File: src/rtl/pattern_scan_pkg.sv
// Shared types and constants for the pattern scan scheduler.
//   state_t   : job sequencer states
//   FLUSH_LEN : number of zero bits pushed to clear the detector window
//   cnt_width : width needed to hold a hit count for a DATA_W-bit word
package pattern_scan_pkg;

  typedef enum logic [2:0] {
    IDLE  = 3'd0,
    FLUSH = 3'd1,
    SHIFT = 3'd2,
    DRAIN = 3'd3,
    DONE  = 3'd4
  } state_t;

  localparam int FLUSH_LEN = 2;

  function automatic int cnt_width(input int data_w);
    return $clog2(data_w + 1);
  endfunction

endpackage

File: src/rtl/pattern_scan_sched_rr_arbiter.sv
// Round-robin arbiter for the pattern scan scheduler.
// Ports:
//   clk, rst   : clock, asynchronous active-high reset
//   i_req      : per-requester request bits
//   i_advance  : the current grant is being taken; move pointer past it
//   o_grant    : one-hot grant (combinational), first set req at/after ptr
//   o_id       : encoded index of o_grant
//   o_ptr      : current priority pointer (debug visibility)
module rr_arbiter #(
  parameter int NUM_REQ = 4,
  parameter int ID_W    = $clog2(NUM_REQ)
) (
  input  logic               clk,
  input  logic               rst,
  input  logic [NUM_REQ-1:0] i_req,
  input  logic               i_advance,
  output logic [NUM_REQ-1:0] o_grant,
  output logic [ID_W-1:0]    o_id,
  output logic [ID_W-1:0]    o_ptr
);

  logic [ID_W-1:0] r_ptr;
  logic [ID_W-1:0] w_idx;
  logic            w_found;

  // Scan from the pointer upward, wrapping modulo NUM_REQ; first hit wins.
  always_comb begin
    o_grant = '0;
    o_id    = '0;
    w_idx   = '0;
    w_found = 1'b0;
    for (int i = 0; i < NUM_REQ; i++) begin
      w_idx = ID_W'((int'(r_ptr) + i) % NUM_REQ);
      if (!w_found && i_req[w_idx]) begin
        w_found        = 1'b1;
        o_grant[w_idx] = 1'b1;
        o_id           = w_idx;
      end
    end
  end

  always_ff @(posedge clk or posedge rst) begin
    if (rst) begin
      r_ptr <= '0;
    end else if (i_advance) begin
      r_ptr <= (o_id == ID_W'(NUM_REQ - 1)) ? '0 : o_id + ID_W'(1);
    end
  end

  assign o_ptr = r_ptr;

endmodule

File: src/rtl/pattern_scan_sched.sv
// Time-shares one serial 3-bit-window pattern detector among NUM_REQ
// requesters. Each job captures a word, flushes the detector window with
// FLUSH_LEN zeros, shifts the word LSB-first, counts detector hits and
// reports the count with a one-cycle done pulse tagged by requester id.
//
// Request handshake: a requester raises req[i] with req_data slice i stable
// and holds both until it sees gnt[i] (a one-cycle pulse); the word is taken
// in that gnt cycle and req[i] may then drop or re-arm with a new word.
// A req dropped before its gnt is simply forgotten.
//
// Ports:
//   clk, rst      : clock, asynchronous active-high reset
//   req/req_data  : per-requester request and DATA_W-bit word
//   gnt           : one-hot grant pulse
//   done/done_id/done_count : job completion pulse, requester id, hit count
//   det_serial/det_enable   : drive to the detector
//   det_hit       : detector output (registered inside the detector)
//   o_dbg_state   : sequencer state
//   o_dbg_ptr     : round-robin pointer
module pattern_scan_sched
  import pattern_scan_pkg::*;
#(
  parameter int NUM_REQ = 4,
  parameter int DATA_W  = 16,
  parameter int CNT_W   = cnt_width(DATA_W),
  parameter int ID_W    = $clog2(NUM_REQ)
) (
  input  logic                      clk,
  input  logic                      rst,
  input  logic [NUM_REQ-1:0]        req,
  input  logic [NUM_REQ*DATA_W-1:0] req_data,
  output logic [NUM_REQ-1:0]        gnt,
  output logic                      done,
  output logic [ID_W-1:0]           done_id,
  output logic [CNT_W-1:0]          done_count,
  output logic                      det_serial,
  output logic                      det_enable,
  input  logic                      det_hit,
  output state_t                    o_dbg_state,
  output logic [ID_W-1:0]           o_dbg_ptr
);

  localparam int BIT_W = $clog2(DATA_W);

  state_t             r_state, w_state_nxt;
  logic [BIT_W-1:0]   r_bit, w_bit_nxt;
  logic [DATA_W-1:0]  r_word;
  logic [ID_W-1:0]    r_id;
  logic [CNT_W-1:0]   r_hits, w_hits_nxt;
  logic               w_issue, w_sample;

  logic [NUM_REQ-1:0] r_gnt;
  logic               r_done;
  logic [ID_W-1:0]    r_done_id;
  logic [CNT_W-1:0]   r_done_count;
  logic               r_det_serial, r_det_enable;

  logic [NUM_REQ-1:0] w_arb_gnt;
  logic [ID_W-1:0]    w_arb_id, w_arb_ptr;

  rr_arbiter #(.NUM_REQ(NUM_REQ), .ID_W(ID_W)) u_arb (
    .clk       (clk),
    .rst       (rst),
    .i_req     (req),
    .i_advance (w_issue),
    .o_grant   (w_arb_gnt),
    .o_id      (w_arb_id),
    .o_ptr     (w_arb_ptr)
  );

  // Grants are issued from IDLE (when no grant is in flight) and from DONE,
  // so a held request is granted in the cycle right after done. The IDLE
  // cycle that shows gnt then hands over to FLUSH.
  always_comb begin
    w_state_nxt = r_state;
    w_bit_nxt   = r_bit;
    w_issue     = 1'b0;
    case (r_state)
      IDLE: begin
        if (|r_gnt) begin
          w_state_nxt = FLUSH;
          w_bit_nxt   = '0;
        end else if (|req) begin
          w_issue = 1'b1;
        end
      end
      FLUSH: begin
        if (r_bit == BIT_W'(FLUSH_LEN - 1)) begin
          w_state_nxt = SHIFT;
          w_bit_nxt   = '0;
        end else begin
          w_bit_nxt = r_bit + BIT_W'(1);
        end
      end
      SHIFT: begin
        if (r_bit == BIT_W'(DATA_W - 1)) begin
          w_state_nxt = DRAIN;
          w_bit_nxt   = '0;
        end else begin
          w_bit_nxt = r_bit + BIT_W'(1);
        end
      end
      DRAIN: w_state_nxt = DONE;
      DONE: begin
        w_state_nxt = IDLE;
        if (|req) w_issue = 1'b1;
      end
      default: w_state_nxt = IDLE;
    endcase
  end

  // det_hit reflects the bit shown one cycle earlier, so the first SHIFT
  // cycle sees the tail of the flush and is skipped; DRAIN sees the last bit.
  always_comb begin
    w_sample   = ((r_state == SHIFT) && (r_bit != '0)) || (r_state == DRAIN);
    w_hits_nxt = r_hits;
    if (w_issue)                  w_hits_nxt = '0;
    else if (w_sample && det_hit) w_hits_nxt = r_hits + CNT_W'(1);
  end

  // Outputs are registered from the next state so they line up with r_state.
  always_ff @(posedge clk or posedge rst) begin
    if (rst) begin
      r_state      <= IDLE;
      r_bit        <= '0;
      r_word       <= '0;
      r_id         <= '0;
      r_hits       <= '0;
      r_gnt        <= '0;
      r_done       <= 1'b0;
      r_done_id    <= '0;
      r_done_count <= '0;
      r_det_serial <= 1'b0;
      r_det_enable <= 1'b0;
    end else begin
      r_state <= w_state_nxt;
      r_bit   <= w_bit_nxt;
      r_hits  <= w_hits_nxt;
      r_gnt   <= w_issue ? w_arb_gnt : '0;
      if (w_issue) begin
        r_word <= req_data[w_arb_id*DATA_W +: DATA_W];
        r_id   <= w_arb_id;
      end
      r_done <= (w_state_nxt == DONE);
      if (w_state_nxt == DONE) begin
        r_done_id    <= r_id;
        r_done_count <= w_hits_nxt;
      end
      r_det_enable <= (w_state_nxt == FLUSH) || (w_state_nxt == SHIFT);
      r_det_serial <= (w_state_nxt == SHIFT) ? r_word[w_bit_nxt] : 1'b0;
    end
  end

  assign gnt         = r_gnt;
  assign done        = r_done;
  assign done_id     = r_done_id;
  assign done_count  = r_done_count;
  assign det_serial  = r_det_serial;
  assign det_enable  = r_det_enable;
  assign o_dbg_state = r_state;
  assign o_dbg_ptr   = w_arb_ptr;

endmodule

File: config.mk
export PLATFORM = sky130hd
export DESIGN_NAME = pattern_scan_sched
export DESIGN_NICKNAME = d
export VERILOG_FILES = /design/src/rtl/pattern_scan_pkg.sv /design/src/rtl/pattern_scan_sched_rr_arbiter.sv /design/src/rtl/pattern_scan_sched.sv
export SDC_FILE = /design/constraint.sdc
export NUM_CORES = 1
export LEC_CHECK = 0
export BUFFER_PORTS_ARGS = -buffer_cell sky130_fd_sc_hd__buf_2
export CORE_UTILIZATION = 35
export DETAILED_ROUTE_END_ITERATION = 8
export MAX_ROUTING_LAYER = met4
export PLACE_DENSITY = 0.56
export SLEW_MARGIN = 40
export SYNTH_ARGS = -nofsm -noshare
export SYNTH_HDL_FRONTEND = slang
export SYNTH_SLANG_ARGS = --single-unit
File: constraint.sdc
create_clock -name clk -period 6.8 [get_ports clk]
set_input_delay 0.34 -clock clk [delete_from_list [all_inputs] [get_ports clk]]
set_output_delay 0.34 -clock clk [all_outputs]
set_load 0.02 [all_outputs]
After elaboration in Yosys (flattened, before gate mapping) --
Index checks and enable logic that the tools add are counted. W data, S select, Z words.
Storage, ports and cells: register bits after elaboration 46, latch bits 0, memory bits (writable) 0, bits in read-only memories 0, input port bits 71, output and inout bits 19, logic and storage cells 104, memories kept 0
Cells by class: $add $sub $neg 6, multiply operators 0, divide/modulo/power cells 0, magnitude comparators 9, equality and inequality tests 10, shift operators 1, mux-type cells 45, bitwise gates (word level) 3, reduce and logical (&&, ||, !) cells 18
Operators by type and width (number):
- $shiftx A64 B7 Y16 | 1
- $mux W4 | 8
- $mux W1 | 15
- $lt A2 B3 Y1 const B | 4
- $or A4 B4 Y4 | 3
- $pmux W3 S4 | 1
- $pmux W4 S3 | 1
- $mux W2 | 5
- $mux W5 | 2
- $eq A3 B2 Y1 const B | 3
- $logic_and A1 B1 Y1 | 9
- $mux W3 | 3
- $bmux W1 S2 | 4
- $demux W1 S2 | 4
- $ge A2 B1 Y1 const B | 4
- $reduce_or A4 Y1 | 2
- $eq A3 B1 Y1 const B | 2
- $eq A3 B3 Y1 const B | 2
- $add A5 B1 Y5 const B | 1
- $lt A4 B5 Y1 const B | 1
- $add A2 B1 Y2 const B | 2
- $add A2 B2 Y2 const B | 2
- $add A4 B1 Y4 const B | 1
- $bmux W1 S4 | 1
- 8 further kinds | 11

Logic depth before layout (Yosys ltp) --
Gate-level depths: netlist of the first run.
word-level depth 14, gate-level depth with buffers 11, gate-level depth less buffers 9

By module --
Synthesis of the first run repeated with hierarchy kept, for this count alone.
Second synthesis, totals: cell total of the unflattened synthesis 308, area, all modules 3101.7 um^2
Modules (own cells, without submodules):
- pattern_scan_sched | times used 1, cells an instance 231, area an instance 2484.9 um^2
- rr_arbiter | times used 1, cells an instance 77, area an instance 616.8 um^2

Worst setup path after synthesis of the first run --
OpenSTA, ideal clock, no wires.
kind flip-flop to flip-flop, start point reg u_arb.r_ptr[0], in the netlist u_arb.o_ptr[0], end point reg r_word[0], setup time 0.142 ns, arrival time 2.745 ns, required time 6.658 ns, slack 3.913 ns, stages on the path, launching flop included 12, buffers on the path 3, path through dfrtp_1 > buf_6 > inv_1 > ha_1 > mux4_2 > nor3_4 > and2_1 > o31ai_1 > buf_2 > buf_2 > mux2i_1 > o221ai_1
On the way: word-level cells in the longest chain between the ends 13, elaborated cells between the ends (all ways) 25, classes of those cells 3 x add/sub; 1 x shift; 15 x mux; 6 x reduce/logical
RTL lines:
- start: declaration | RTL line pattern_scan_sched_rr_arbiter.sv:22 | logic [ID_W-1:0] r_ptr;
- start signal: assignment | RTL line pattern_scan_sched_rr_arbiter.sv:46 | r_ptr <= (o_id == ID_W'(NUM_REQ - 1)) ? '0 : o_id + ID_W'(1);
- branches (longest 11 deep; another with $add A2 B1 Y2)
- $mux W2 * | RTL line pattern_scan_sched_rr_arbiter.sv:34 | if (!w_found && i_req[w_idx]) begin
- $shiftx A64 B7 Y16 * | RTL line pattern_scan_sched.sv:141 | r_word <= req_data[w_arb_id*DATA_W +: DATA_W];
- end signal: assignment | RTL line pattern_scan_sched.sv:141
- end: declaration | RTL line pattern_scan_sched.sv:47 | logic [DATA_W-1:0] r_word;
Every way passes the cells marked *. The select of a mux whose other input is x is not followed. A chain may end at the register's enable or synchronous reset.

Worst setup path in the final report of the first run --
start point reg u_arb.r_ptr[0], in the netlist u_arb.o_ptr[0], end point reg r_word[15]
Same word-level chain as after synthesis.

==> impl_results.html, run 1 <==
<table>
<tr><th>Metric</th><th>Value</th></tr>
<tr><th colspan="2">Synthesis</th></tr>
<tr><td>Mapped Nets</td><td>379</td></tr>
<tr><td>Synthesized instance count</td><td>296</td></tr>
<tr><td>Ys Warns</td><td>0</td></tr>
<tr><td>Sequential area share after synthesis</td><td>0.3887</td></tr>
<tr><td>Synthesized area divided by synthesized cell count</td><td>10.01 sq um</td></tr>
<tr><td>Mapped Area</td><td>2962 sq um</td></tr>
<tr><td>Flip-flop and latch count after synthesis</td><td>46</td></tr>
<tr><td>Top cell type's share of synthesized area</td><td>0.3887</td></tr>
<tr><td>Top cells by area, synth</td><td>sky130_fd_sc_hd__dfrtp_1 (39%), sky130_fd_sc_hd__mux2i_1 (12%), sky130_fd_sc_hd__ha_1 (5.1%)</td></tr>
<tr><td>Top cell type by total area after synthesis</td><td>sky130_fd_sc_hd__dfrtp_1</td></tr>
<tr><td>Number of library cell types mapped by synthesis</td><td>49</td></tr>
<tr><th colspan="2">STA</th></tr>
<tr><td>Summed negative setup slack over all endpoints</td><td>0 ns</td></tr>
<tr><td>Maximum operating frequency</td><td>304.0 MHz</td></tr>
<tr><td>Minimum clock period after layout</td><td>3.290 ns</td></tr>
<tr><td>Final number of hold-violating endpoints</td><td>0</td></tr>
<tr><td>Max Slew Vio Count</td><td>0</td></tr>
<tr><td>Ratio of final minimum period to clock period</td><td>0.4838</td></tr>
<tr><td>Number of endpoints failing setup at the final stage</td><td>0</td></tr>
<tr><td>Slew headroom</td><td>0.5377</td></tr>
<tr><td>Worst slew pin tran</td><td>0.6877 ns</td></tr>
<tr><td>Clk_skew</td><td>0.01399 ns</td></tr>
<tr><td>Unrepaired setup endpoints after global routing</td><td>no</td></tr>
<tr><td>Worst Hold Margin</td><td>0.08230 ns</td></tr>
<tr><td>PnR worst setup slack</td><td>3.510 ns</td></tr>
<tr><th colspan="2">Place</th></tr>
<tr><td>Place WS</td><td>3.492 ns</td></tr>
<tr><td>Routability congestion estimate from global placement</td><td>0.9071</td></tr>
<tr><td>Number of placed cells counting well taps</td><td>474</td></tr>
<tr><td>Instance area at placement</td><td>3460 sq um</td></tr>
<tr><td>Half-perimeter wire length after detailed placement</td><td>4.981 mm</td></tr>
<tr><td>Quantity of I/O buffers inserted on ports</td><td>89</td></tr>
<tr><th colspan="2">Job</th></tr>
<tr><td>Maximum Capacitance Violations</td><td>0</td></tr>
<tr><th colspan="2">Power and ir drop</th></tr>
<tr><td>Power after layout</td><td>1.747 mW</td></tr>
<tr><td>Static leakage power</td><td>1.779 nW</td></tr>
<tr><td>Psw</td><td>0.8245 mW</td></tr>
<tr><td>Proportion of total power due to net switching</td><td>0.4719</td></tr>
<tr><td>Worst-case vdd ir drop</td><td>0.0001884 V</td></tr>
<tr><td>Part of the total power dissipated in sequential elements</td><td>0.279</td></tr>
<tr><td>Power share of the clock group</td><td>0.100</td></tr>
<tr><td>Areal power density over the cells</td><td>491.9 nW/um^2</td></tr>
<tr><td>Share of total power in combinational logic</td><td>0.622</td></tr>
<tr><td>Internal power</td><td>0.9229 mW</td></tr>
<tr><th colspan="2">Min path</th></tr>
<tr><td>Type of the most critical hold path</td><td>in2async</td></tr>
<tr><th colspan="2">Die</th></tr>
<tr><td>Initial Util</td><td>0.3604</td></tr>
<tr><td>I/O Pins</td><td>90</td></tr>
<tr><td>Overall die width</td><td>93.99 microns</td></tr>
<tr><td>Number of rows in the core area</td><td>33</td></tr>
<tr><td>CORE AREA</td><td>8217 sq um</td></tr>
<tr><td>Die boundary height</td><td>93.99 microns</td></tr>
<tr><td>Die area</td><td>8833 sq um</td></tr>
<tr><th colspan="2">Final layout</th></tr>
<tr><td>Post-route cell area</td><td>3552 sq um</td></tr>
<tr><td>Post-route insts no fill</td><td>482</td></tr>
<tr><td># diodes</td><td>0</td></tr>
<tr><td>Core occupancy in the finished layout</td><td>0.4323</td></tr>
<tr><td>Layout cell share with drive strength beyond 1</td><td>0.2944</td></tr>
<tr><td>Layout Nets</td><td>459</td></tr>
<tr><td>Layout overhead on the synthesized area</td><td>19.94%</td></tr>
<tr><th colspan="2">Setup path</th></tr>
<tr><td>Crit end category</td><td>flop</td></tr>
<tr><td>Nature of the critical path startpoint</td><td>flop</td></tr>
<tr><td>Critical-path top delay cell</td><td>sky130_fd_sc_hd__dfrtp_1</td></tr>
<tr><td>Family with the most delay on the worst path</td><td>buffers and inverters</td></tr>
<tr><td>Highest cell delay on the worst timing path</td><td>0.66 ns</td></tr>
<tr><td>Worst-path maximum fanout</td><td>35</td></tr>
<tr><td>Required time at the endpoint of the critical path</td><td>6.94 ns</td></tr>
<tr><td>Arrival @ worst endpoint</td><td>3.43 ns</td></tr>
<tr><td>Register-to-register path setup slack</td><td>3.51 ns</td></tr>
<tr><td>Category of the critical setup timing path</td><td>reg2reg</td></tr>
<tr><td>Chain of cells forming the critical path</td><td>inv_1, ha_1, mux4_2, nor3_4, and2_1, o31ai_4, buf_4, mux2i_1, o221ai_1</td></tr>
<tr><td>Worst path bufs/invs</td><td>2</td></tr>
<tr><th colspan="2">Route</th></tr>
<tr><td>Vias after detailed routing</td><td>2,533</td></tr>
<tr><td>Detailed-route wire length per cell</td><td>14.01 microns</td></tr>
<tr><td>Via count normalized by instance count</td><td>5.255</td></tr>
<tr><td>Drt drc</td><td>0</td></tr>
<tr><td>Antenna-violating nets left</td><td>0</td></tr>
<tr><td>Initial DRC Count</td><td>112</td></tr>
<tr><td>DRT Wirelength</td><td>6.752 mm</td></tr>
<tr><td>Detailed-router iteration count before antenna repair</td><td>4</td></tr>
<tr><th colspan="2">Clock network</th></tr>
<tr><td>H-tree depth</td><td>2</td></tr>
<tr><td>Hold-fix buffers at CTS</td><td>0</td></tr>
<tr><td>Post-CTS resize count</td><td>0</td></tr>
<tr><td>Root buffer cell</td><td>sky130_fd_sc_hd__clkbuf_8</td></tr>
<tr><td>Post-CTS Setup Inserts</td><td>0</td></tr>
<tr><td>Cts bufs inserted</td><td>5</td></tr>
<tr><td>Clock tree from TritonCTS</td><td>built</td></tr>
<tr><td>Clock Sinks</td><td>46</td></tr>
<tr><td>Later-pin clock latency in the skew report</td><td>0.30 ns</td></tr>
<tr><td>Clock transition at path regs</td><td>0.10 ns</td></tr>
<tr><td>Maximum number of buffers from clock root to sink</td><td>2</td></tr>
<tr><th colspan="2">GRT</th></tr>
<tr><td>Via count of the first global-routing pass</td><td>2,355</td></tr>
<tr><td>Pin count of the biggest net entering global routing</td><td>47</td></tr>
<tr><td>Global-route wire length before repair</td><td>11.19 mm</td></tr>
<tr><td>Number of antenna violations at the first check in global routing</td><td>0</td></tr>
<tr><td>Total congestion overflow after global routing</td><td>0</td></tr>
<tr><td>Global routing usage summed across all routing layers</td><td>0.1644</td></tr>
<tr><th colspan="2">Status</th></tr>
<tr><td>Run status</td><td>finished clean</td></tr>
</table>
state kept, by name, indices dropped and copies added (netlist names):
register	cells
done	1
gnt	4
r_word	16
r_hits	5
r_bit	4
done_count	5
det_enable	1
det_serial	1
r_id	2
u_arb.o_ptr	2
done_id	2
o_dbg_state	3
worst paths after layout:
check,start,to,depth (start not counted)
max,u_arb.o_ptr[0]$_DFFE_PP0P_,r_word[15]$_DFFE_PP0P_,9
min,rst,r_hits[3]$_DFF_PP0_,2
max reg2reg,u_arb.o_ptr[0]$_DFFE_PP0P_,r_word[15]$_DFFE_PP0P_,9
min reg2reg,done_count[0]$_DFFE_PP0P_,done_count[0]$_DFFE_PP0P_,2
max in group asynchronous,rst,r_hits[4]$_DFF_PP0_,2
min in group clk,req_data[29],r_word[13]$_DFFE_PP0P_,3
cell type report:
class / instances / area (sq um)
Inverter: 16 / 62.56
Multi-Input combinational cell: 216 / 1654
Timing Repair Buffer: 91 / 460.4
Fill cell: 848 / 4664
Sequential cell: 46 / 1151
Clock buffer: 5 / 68.82
Clock inverter: 3 / 23.77
Tap cell: 105 / 131.4
power by group through the flow:
stage / Combinational (mW) / Sequential, mW / Clock, mW
2_1_floorplan: 0.858 / 0.511 / 0
3_3_place_gp: 1.08 / 0.491 / 0
3_5_place_dp: 1.09 / 0.494 / 0
4_1_cts: 1.10 / 0.489 / 0.181
5_1_grt: 1.21 / 0.505 / 0.192
6_report: 1.09 / 0.487 / 0.175
Yosys cell counts, drive strengths merged:
library cell and count:
a21o 3, a221oi 4, or4 1, dfrtp 46, nor4 1, nor3b 1, mux2i 36, o221ai 16
a211o 2, or3 1, mux2 4, inv 16, nand4 2, nand2 34, o2111ai 5, o21ai 6
a22oi 6, and2 2, a2bb2oi 1, nor2 21, o211ai 3, nor3 3, a22o 1, a21oi 6
buf 9, mux4 4, xnor2 2, nor4bb 1, a32o 2, o31ai 10, o22ai 3, o211a 1
or2 2, nand3 3, xor2 3, and3 3, or3b 1, ha 12, clkbuf 9, o21a 1
o22a 1, nor2b 8
worst register-to-register path, stage by stage (launching register included):
cell and delay (ns):
sky130_fd_sc_hd__dfrtp_1 0.66, sky130_fd_sc_hd__inv_1 0.25, sky130_fd_sc_hd__ha_1 0.42, sky130_fd_sc_hd__mux4_2 0.36, sky130_fd_sc_hd__nor3_4 0.07, sky130_fd_sc_hd__and2_1 0.24, sky130_fd_sc_hd__o31ai_4 0.23, sky130_fd_sc_hd__buf_4 0.49
sky130_fd_sc_hd__mux2i_1 0.29, sky130_fd_sc_hd__o221ai_1 0.15
kinds of logic after synthesis:
group / Yosys count / share of synthesized area
buffers and inverters: 34 / 0.05745
xor gates and xnor gates: 5 / 0.01479
adders and majority gates: 12 / 0.05070
DFF: 46 / 0.3887
and+or+nand+nor: 84 / 0.1373
muxes: 44 / 0.1673
AOI/OAI and AO/OA: 71 / 0.1838
metal layers:
metal / routed length (microns) / global-route usage
met3: 270 / 0.02751
met4: 58 / 0.04231
met5: 0 / -
met2: 3091 / 0.2518
met1: 3332 / 0.2256
layout by cell type, fill, tap and decap left out, types with 2 or more instances in the layout:
master,count
sky130_fd_sc_hd__buf_2,89
sky130_fd_sc_hd__dfrtp_1,46
sky130_fd_sc_hd__mux2i_1,36
sky130_fd_sc_hd__nand2_1,34
sky130_fd_sc_hd__nor2_1,21
sky130_fd_sc_hd__o221ai_1,16
sky130_fd_sc_hd__inv_1,15
sky130_fd_sc_hd__ha_1,12
sky130_fd_sc_hd__o31ai_1,9
sky130_fd_sc_hd__nor2b_1,8
sky130_fd_sc_hd__a22oi_1,6
sky130_fd_sc_hd__a21oi_1,6
sky130_fd_sc_hd__o2111ai_1,5
sky130_fd_sc_hd__clkbuf_8,5
sky130_fd_sc_hd__mux4_2,4
sky130_fd_sc_hd__o21ai_0,4
sky130_fd_sc_hd__a221oi_1,4
sky130_fd_sc_hd__a21o_1,3
sky130_fd_sc_hd__o211ai_1,3
sky130_fd_sc_hd__nand3_1,3
sky130_fd_sc_hd__and3_1,3
sky130_fd_sc_hd__o22ai_1,3
sky130_fd_sc_hd__xor2_1,3
sky130_fd_sc_hd__mux2_2,3
sky130_fd_sc_hd__and2_1,2
sky130_fd_sc_hd__xnor2_1,2
sky130_fd_sc_hd__nor3_1,2
sky130_fd_sc_hd__a32o_1,2
sky130_fd_sc_hd__nand4_1,2
sky130_fd_sc_hd__a211o_1,2
sky130_fd_sc_hd__o21ai_1,2
sky130_fd_sc_hd__clkinvlp_4,2
sky130_fd_sc_hd__buf_4,2
Power figures use the tool's default switching activity.
==> run 2, diff against run 1 <==
==> constraint.sdc (replaced) <==
create_clock -name clk -period 3.2 [get_ports clk]
set_input_delay 0.16 -clock clk [delete_from_list [all_inputs] [get_ports clk]]
set_output_delay 0.16 -clock clk [all_outputs]
set_load 0.02 [all_outputs]
==> impl_results.html, run 2 (synthesis results as in run 1) <==
<table>
<tr><th>Metric</th><th>Value</th></tr>
<tr><th colspan="2">Place</th></tr>
<tr><td>Place WS</td><td>0.4698 ns</td></tr>
<tr><td>Routability congestion estimate from global placement</td><td>0.8643</td></tr>
<tr><td>Half-perimeter wire length after detailed placement</td><td>5.018 mm</td></tr>
<tr><td>Quantity of I/O buffers inserted on ports</td><td>89</td></tr>
<tr><td>Instance area at placement</td><td>3495 sq um</td></tr>
<tr><th colspan="2">Min path</th></tr>
<tr><td>Type of the most critical hold path</td><td>in2reg</td></tr>
<tr><th colspan="2">Setup path</th></tr>
<tr><td>Highest cell delay on the worst timing path</td><td>0.46 ns</td></tr>
<tr><td>Nature of the critical path startpoint</td><td>flop</td></tr>
<tr><td>Chain of cells forming the critical path</td><td>inv_1, ha_1, mux4_2, nor3_4, a22oi_1, a22o_1, or2_1, o221ai_1</td></tr>
<tr><td>Required time at the endpoint of the critical path</td><td>3.40 ns</td></tr>
<tr><td>Crit end category</td><td>flop</td></tr>
<tr><td>Critical-path top delay cell</td><td>sky130_fd_sc_hd__or2_1</td></tr>
<tr><td>Worst-path maximum fanout</td><td>17</td></tr>
<tr><td>Category of the critical setup timing path</td><td>reg2reg</td></tr>
<tr><td>Arrival @ worst endpoint</td><td>2.93 ns</td></tr>
<tr><th colspan="2">Clock network</th></tr>
<tr><td>Cts bufs inserted</td><td>5</td></tr>
<tr><td>Clock tree from TritonCTS</td><td>built</td></tr>
<tr><td>H-tree depth</td><td>2</td></tr>
<tr><td>Later-pin clock latency in the skew report</td><td>0.30 ns</td></tr>
<tr><td>Post-CTS resize count</td><td>0</td></tr>
<tr><td>Root buffer cell</td><td>sky130_fd_sc_hd__clkbuf_8</td></tr>
<tr><td>Maximum number of buffers from clock root to sink</td><td>2</td></tr>
<tr><td>Clock Sinks</td><td>46</td></tr>
<tr><td>Clock transition at path regs</td><td>0.09 ns</td></tr>
<tr><th colspan="2">Die</th></tr>
<tr><td>Initial Util</td><td>0.3604</td></tr>
<tr><td>Number of rows in the core area</td><td>33</td></tr>
<tr><td>Overall die width</td><td>93.99 microns</td></tr>
<tr><td>Die area</td><td>8833 sq um</td></tr>
<tr><td>I/O Pins</td><td>90</td></tr>
<tr><td>Die boundary height</td><td>93.99 microns</td></tr>
<tr><td>CORE AREA</td><td>8217 sq um</td></tr>
<tr><th colspan="2">Route</th></tr>
<tr><td>Drt drc</td><td>0</td></tr>
<tr><td>Initial DRC Count</td><td>74</td></tr>
<tr><td>Via count normalized by instance count</td><td>5.210</td></tr>
<tr><td>Detailed-route wire length per cell</td><td>13.87 microns</td></tr>
<tr><td>DRT Wirelength</td><td>6.739 mm</td></tr>
<tr><td>Vias after detailed routing</td><td>2,532</td></tr>
<tr><td>Detailed-router iteration count before antenna repair</td><td>6</td></tr>
<tr><td>Antenna-violating nets left</td><td>0</td></tr>
<tr><th colspan="2">Status</th></tr>
<tr><td>Run status</td><td>finished clean</td></tr>
<tr><th colspan="2">STA</th></tr>
<tr><td>Slew headroom</td><td>0.5867</td></tr>
<tr><td>Worst slew pin tran</td><td>0.6200 ns</td></tr>
<tr><td>PnR worst setup slack</td><td>0.4724 ns</td></tr>
<tr><td>Maximum operating frequency</td><td>366.6 MHz</td></tr>
<tr><td>Max Slew Vio Count</td><td>0</td></tr>
<tr><td>Clk_skew</td><td>0.009715 ns</td></tr>
<tr><td>Unrepaired setup endpoints after global routing</td><td>no</td></tr>
<tr><td>Number of endpoints failing setup at the final stage</td><td>0</td></tr>
<tr><td>Ratio of final minimum period to clock period</td><td>0.8524</td></tr>
<tr><td>Final number of hold-violating endpoints</td><td>0</td></tr>
<tr><td>Minimum clock period after layout</td><td>2.728 ns</td></tr>
<tr><td>Summed negative setup slack over all endpoints</td><td>0 ns</td></tr>
<tr><th colspan="2">GRT</th></tr>
<tr><td>Number of antenna violations at the first check in global routing</td><td>0</td></tr>
<tr><td>Pin count of the biggest net entering global routing</td><td>47</td></tr>
<tr><td>Met1 Resource Use GR</td><td>0.2119</td></tr>
<tr><td>Global routing usage summed across all routing layers</td><td>0.1643</td></tr>
<tr><td>M3 GR Usage</td><td>0.03317</td></tr>
<tr><td>Global-route layer with the greatest usage</td><td>met2</td></tr>
<tr><td>Met2 capacity usage during global routing</td><td>0.2603</td></tr>
<tr><td>Via count of the first global-routing pass</td><td>2,385</td></tr>
<tr><td>Total congestion overflow after global routing</td><td>0</td></tr>
<tr><td>Global-route wire length before repair</td><td>11.09 mm</td></tr>
<tr><th colspan="2">Final layout</th></tr>
<tr><td>Post-route cell area</td><td>3615 sq um</td></tr>
<tr><td># diodes</td><td>0</td></tr>
<tr><td>Max FFs per register</td><td>16</td></tr>
<tr><td>Layout Nets</td><td>463</td></tr>
<tr><td>Register ranked first by flip-flop count</td><td>r_word</td></tr>
<tr><td>Most common cell after layout, fill and taps aside</td><td>sky130_fd_sc_hd__buf_2</td></tr>
<tr><td>Layout cell share with drive strength beyond 1</td><td>0.2966</td></tr>
<tr><td>Top library cells by usage in the layout, fill and taps aside</td><td>sky130_fd_sc_hd__buf_2 (89), sky130_fd_sc_hd__dfrtp_1 (46), sky130_fd_sc_hd__mux2i_1 (36)</td></tr>
<tr><td>Layout overhead on the synthesized area</td><td>22.05%</td></tr>
<tr><th colspan="2">Power and ir drop</th></tr>
<tr><td>Areal power density over the cells</td><td>1064 nW/um^2</td></tr>
<tr><td>Static leakage power</td><td>1.813 nW</td></tr>
<tr><td>Worst-case vdd ir drop</td><td>0.0003994 V</td></tr>
<tr><th colspan="2">Job</th></tr>
<tr><td>Maximum Capacitance Violations</td><td>0</td></tr>
</table>
run 2: power by group:
part | internal, mW | leakage [nW] | total [mW] | switching [mW]
Clock | 0.233 | 0.0514 | 0.432 | 0.198
Combinational | 1.03 | 1.17 | 2.43 | 1.40
Sequential | 0.829 | 0.592 | 0.983 | 0.154
run 2: layer usage:
metal  part of all wire  vias up
met4              0.011        0
met2               0.47       76
met5                  0        -
li1                   -     1261
met1               0.47     1190
met3              0.051        5
run 2: critical path: cells and delay by family (launching register included):
kind	cells	cell delay, ns
flip-flops	1	0.38
multiplexers	1	0.41
adder cells (fa/ha/maj)	1	0.33
buffers and inverters	1	0.18
AO/OA/AOI/OAI	3	0.67
AND/OR/NAND/NOR	2	0.67
run 2: repair_timing:
| action | CTS | global route |
|---|---|---|
| setup buffers | 0 | 0 |
| endpoints found under the hold margin | 46 | 0 |
| hold buffers | 1 | 0 |
run 2: final timing paths:
check | slack (ns) | cells past startpoint | startpoint | end
min in group asynchronous | 0.48 | 3 | rst | gnt[1]$_DFF_PP0_
max in group asynchronous | 2.34 | 3 | rst | u_arb.o_ptr[0]$_DFFE_PP0P_
min | 0.17 | 3 | req_data[26] | r_word[10]$_DFFE_PP0P_
min reg2reg | 0.48 | 2 | done_count[2]$_DFFE_PP0P_ | done_count[2]$_DFFE_PP0P_
max reg2reg | 0.47 | 8 | u_arb.o_ptr[0]$_DFFE_PP0P_ | r_word[13]$_DFFE_PP0P_
max | 0.47 | 8 | u_arb.o_ptr[0]$_DFFE_PP0P_ | r_word[13]$_DFFE_PP0P_
run 2: area by class of cell:
type	instances	area [sq um]
fill	818	4602
multi-input combinational	216	1654
sequential	46	1151
timing repair buffer	95	505.5
tap	105	131.4
clock buffer	6	72.57
inverter	16	62.56
clock inverter	2	37.54
run 2: through the flow:
step                utilization  hold WS, ns  std cells  power [mW]
floorplan                     -       0.3691        296       2.910
global placement         0.4250       0.4411        477       3.407
detailed placement       0.4253       0.2754        477       3.441
CTS                      0.4399       0.1720        486       3.888
global route             0.4399       0.1724        486       4.185
finish                   0.4399       0.1709        486       3.847
==> run 3, diff against run 2 <==
--- a/config.mk
+++ b/config.mk
@@ -6,10 +6,10 @@
 export NUM_CORES = 1
 export LEC_CHECK = 0
 export BUFFER_PORTS_ARGS = -buffer_cell sky130_fd_sc_hd__buf_2
-export CORE_UTILIZATION = 35
+export CORE_UTILIZATION = 30
 export DETAILED_ROUTE_END_ITERATION = 8
 export MAX_ROUTING_LAYER = met4
-export PLACE_DENSITY = 0.56
+export PLACE_DENSITY = 0.49
 export SLEW_MARGIN = 40
 export SYNTH_ARGS = -nofsm -noshare
 export SYNTH_HDL_FRONTEND = slang
==> impl_results.html, run 3 (synthesis results as in run 1) <==
<table>
<tr><th>Metric</th><th>Value</th></tr>
<tr><th colspan="2">Power and ir drop</th></tr>
<tr><td>Static leakage power</td><td>1.818 nW</td></tr>
<tr><td>Areal power density over the cells</td><td>1061 nW/um^2</td></tr>
<tr><td>Worst-case vdd ir drop</td><td>0.0004701 V</td></tr>
<tr><th colspan="2">STA</th></tr>
<tr><td>Number of endpoints failing setup at the final stage</td><td>0</td></tr>
<tr><td>Clk_skew</td><td>0.009604 ns</td></tr>
<tr><td>Worst slew pin tran</td><td>0.6566 ns</td></tr>
<tr><td>Max Slew Vio Count</td><td>0</td></tr>
<tr><td>Minimum clock period after layout</td><td>2.783 ns</td></tr>
<tr><td>Maximum operating frequency</td><td>359.3 MHz</td></tr>
<tr><td>Ratio of final minimum period to clock period</td><td>0.8697</td></tr>
<tr><td>Slew headroom</td><td>0.5622</td></tr>
<tr><td>Final number of hold-violating endpoints</td><td>0</td></tr>
<tr><td>Summed negative setup slack over all endpoints</td><td>0 ns</td></tr>
<tr><td>PnR worst setup slack</td><td>0.4169 ns</td></tr>
<tr><td>Unrepaired setup endpoints after global routing</td><td>no</td></tr>
<tr><th colspan="2">Die</th></tr>
<tr><td>I/O Pins</td><td>90</td></tr>
<tr><td>CORE AREA</td><td>9415 sq um</td></tr>
<tr><td>Initial Util</td><td>0.3146</td></tr>
<tr><td>Overall die width</td><td>101.4 microns</td></tr>
<tr><td>Number of rows in the core area</td><td>35</td></tr>
<tr><td>Die area</td><td>10,270 sq um</td></tr>
<tr><td>Die boundary height</td><td>101.4 microns</td></tr>
<tr><th colspan="2">Final layout</th></tr>
<tr><td>Layout cell share with drive strength beyond 1</td><td>0.2974</td></tr>
<tr><td>Most common cell after layout, fill and taps aside</td><td>sky130_fd_sc_hd__buf_2</td></tr>
<tr><td>Layout Nets</td><td>463</td></tr>
<tr><td># diodes</td><td>0</td></tr>
<tr><td>Register ranked first by flip-flop count</td><td>r_word</td></tr>
<tr><td>Register area</td><td>1151 sq um</td></tr>
<tr><td>Post-route insts no fill</td><td>509</td></tr>
<tr><td>Layout overhead on the synthesized area</td><td>23.15%</td></tr>
<tr><td>Footprint of the multi-input gates</td><td>1654 sq um</td></tr>
<tr><td>Max FFs per register</td><td>16</td></tr>
<tr><td>Top library cells by usage in the layout, fill and taps aside</td><td>sky130_fd_sc_hd__buf_2 (89), sky130_fd_sc_hd__dfrtp_1 (46), sky130_fd_sc_hd__mux2i_1 (36)</td></tr>
<tr><td>Fill cell total of the finished layout</td><td>959</td></tr>
<tr><th colspan="2">Place</th></tr>
<tr><td>Routability congestion estimate from global placement</td><td>0.8336</td></tr>
<tr><td>Number of placed cells counting well taps</td><td>501</td></tr>
<tr><td>Quantity of I/O buffers inserted on ports</td><td>89</td></tr>
<tr><td>Place WS</td><td>0.4468 ns</td></tr>
<tr><td>Half-perimeter wire length after detailed placement</td><td>5.300 mm</td></tr>
<tr><th colspan="2">Setup path</th></tr>
<tr><td>Arrival @ worst endpoint</td><td>2.98 ns</td></tr>
<tr><td>Highest cell delay on the worst timing path</td><td>0.47 ns</td></tr>
<tr><td>Critical-path top delay cell</td><td>sky130_fd_sc_hd__or2_1</td></tr>
<tr><td>Chain of cells forming the critical path</td><td>inv_1, ha_1, mux4_2, nor3_4, a22oi_1, a22o_1, or2_1, o221ai_1</td></tr>
<tr><td>Category of the critical setup timing path</td><td>reg2reg</td></tr>
<tr><td>Register-to-register path setup slack</td><td>0.42 ns</td></tr>
<tr><td>Crit Reg-Reg Startpoint</td><td>u_arb.o_ptr[0]$_DFFE_PP0P_</td></tr>
<tr><td>Required time at the endpoint of the critical path</td><td>3.39 ns</td></tr>
<tr><td>Family with the most delay on the worst path</td><td>simple AND/OR/NAND/NOR gates</td></tr>
<tr><td>Crit end category</td><td>flop</td></tr>
<tr><td>Nature of the critical path startpoint</td><td>flop</td></tr>
<tr><td>Worst r2r path cells</td><td>8</td></tr>
<tr><td>End of the worst register-to-register path</td><td>r_word[7]$_DFFE_PP0P_</td></tr>
<tr><td>Worst path bufs/invs</td><td>1</td></tr>
<tr><td>Worst-path maximum fanout</td><td>17</td></tr>
<tr><th colspan="2">Route</th></tr>
<tr><td>Initial DRC Count</td><td>149</td></tr>
<tr><td>Detailed-route wire length per cell</td><td>13.85 microns</td></tr>
<tr><td>DRT Wirelength</td><td>7.051 mm</td></tr>
<tr><td>Drt drc</td><td>0</td></tr>
<tr><td>Detailed-router iteration count before antenna repair</td><td>4</td></tr>
<tr><td>Via count normalized by instance count</td><td>5.006</td></tr>
<tr><td>Antenna-violating nets left</td><td>0</td></tr>
<tr><td>Vias after detailed routing</td><td>2,548</td></tr>
<tr><th colspan="2">Clock network</th></tr>
<tr><td>Clock transition at path regs</td><td>0.09 ns</td></tr>
<tr><td>Post-CTS resize count</td><td>0</td></tr>
<tr><td>Clock tree from TritonCTS</td><td>built</td></tr>
<tr><td>H-tree depth</td><td>2</td></tr>
<tr><td>Cts bufs inserted</td><td>5</td></tr>
<tr><td>Root buffer cell</td><td>sky130_fd_sc_hd__clkbuf_8</td></tr>
<tr><td>Later-pin clock latency in the skew report</td><td>0.30 ns</td></tr>
<tr><td>Clock Sinks</td><td>46</td></tr>
<tr><td>Maximum number of buffers from clock root to sink</td><td>2</td></tr>
<tr><th colspan="2">GRT</th></tr>
<tr><td>Global-route wire length before repair</td><td>11.48 mm</td></tr>
<tr><td>Number of antenna violations at the first check in global routing</td><td>0</td></tr>
<tr><td>Total congestion overflow after global routing</td><td>0</td></tr>
<tr><td>Global routing usage summed across all routing layers</td><td>0.1455</td></tr>
<tr><td>Via count of the first global-routing pass</td><td>2,410</td></tr>
<tr><td>Pin count of the biggest net entering global routing</td><td>47</td></tr>
<tr><th colspan="2">Min path</th></tr>
<tr><td>Worst Hold End</td><td>r_word[9]$_DFFE_PP0P_</td></tr>
<tr><td>Type of the most critical hold path</td><td>in2reg</td></tr>
<tr><td>Min-delay src</td><td>req_data[57]</td></tr>
<tr><td>Cell depth of the worst hold path</td><td>3</td></tr>
<tr><th colspan="2">Status</th></tr>
<tr><td>Run status</td><td>finished clean</td></tr>
<tr><th colspan="2">Job</th></tr>
<tr><td>Maximum Capacitance Violations</td><td>0</td></tr>
</table>
-- run 3: changes by cell type in the layout (fill, tap and decap cells not counted) --
cell,previous run,this run
sky130_fd_sc_hd__clkinvlp_4,1,0
sky130_fd_sc_hd__clkbuf_8,5,6
sky130_fd_sc_hd__clkbuf_1,1,0
-- run 3: how the worst max path moves through the flow --
stage | startpoint | end | slack, ns | depth (start not counted)
final | u_arb.o_ptr[0]$_DFFE_PP0P_ | r_word[7]$_DFFE_PP0P_ | 0.42 | 8
after global routing | u_arb.o_ptr[1]$_DFFE_PP0P_ | r_word[3]$_DFFE_PP0P_ | 0.22 | 8
after CTS | u_arb.o_ptr[0]$_DFFE_PP0P_ | r_word[7]$_DFFE_PP0P_ | 0.41 | 8
after detailed placement | u_arb.o_ptr[0]$_DFFE_PP0P_ | r_word[12]$_DFFE_PP0P_ | 0.45 | 8
after global placement | r_bit[0]$_DFF_PP0_ | det_serial$_DFF_PP0_ | 0.47 | 7
after floorplan | u_arb.o_ptr[0]$_DFFE_PP0P_ | r_word[0]$_DFFE_PP0P_ | 0.31 | 11
-- run 3: where the power goes --
part           switching, mW  internal, mW
clock network          0.194         0.250
logic                   1.41          1.03
registers              0.160         0.829
total                   1.76          2.11
-- run 3: layout make-up --
type / count / area share
multi-input combinational: 216 / 0.4535
sequential: 46 / 0.3156
timing repair buffer: 95 / 0.1386
tap: 129 / 0.04425
clock buffer: 6 / 0.02264
inverter: 16 / 0.01715
clock inverter: 1 / 0.008233
-- run 3: worst reg2reg max path, cell delays in order, from the launching register on --
cell	delay, ns
sky130_fd_sc_hd__dfrtp_1	0.38
sky130_fd_sc_hd__inv_1	0.19
sky130_fd_sc_hd__ha_1	0.34
sky130_fd_sc_hd__mux4_2	0.41
sky130_fd_sc_hd__nor3_4	0.22
sky130_fd_sc_hd__a22oi_1	0.11
sky130_fd_sc_hd__a22o_1	0.28
sky130_fd_sc_hd__or2_1	0.47
sky130_fd_sc_hd__o221ai_1	0.29
-- run 3: stage by stage --
step / util / hold slack, ns / cell area [sq um] / power (mW)
CTS: 0.3874 / 0.1674 / 3647 / 3.923
floorplan: - / 0.3691 / 2962 / 2.910
global placement: 0.3741 / 0.4477 / 3522 / 3.431
global route: 0.3874 / 0.1921 / 3647 / 4.210
detailed placement: 0.3744 / 0.2814 / 3525 / 3.463
finish: 0.3874 / 0.1695 / 3647 / 3.869
-- run 3: repair_timing --
action | 4_1_cts | 5_1_grt
hold buffers | 1 | 0
setup buffers | 0 | 0
setup endpoints to repair | 0 | 0
endpoints found under the hold margin | 46 | 0
-- run 3: metal layers --
metal  global-route usage  part of all wire
met5                    -                 0
met4              0.03902             0.010
met3              0.02346             0.045
met2               0.2297              0.46
met1               0.1932              0.49
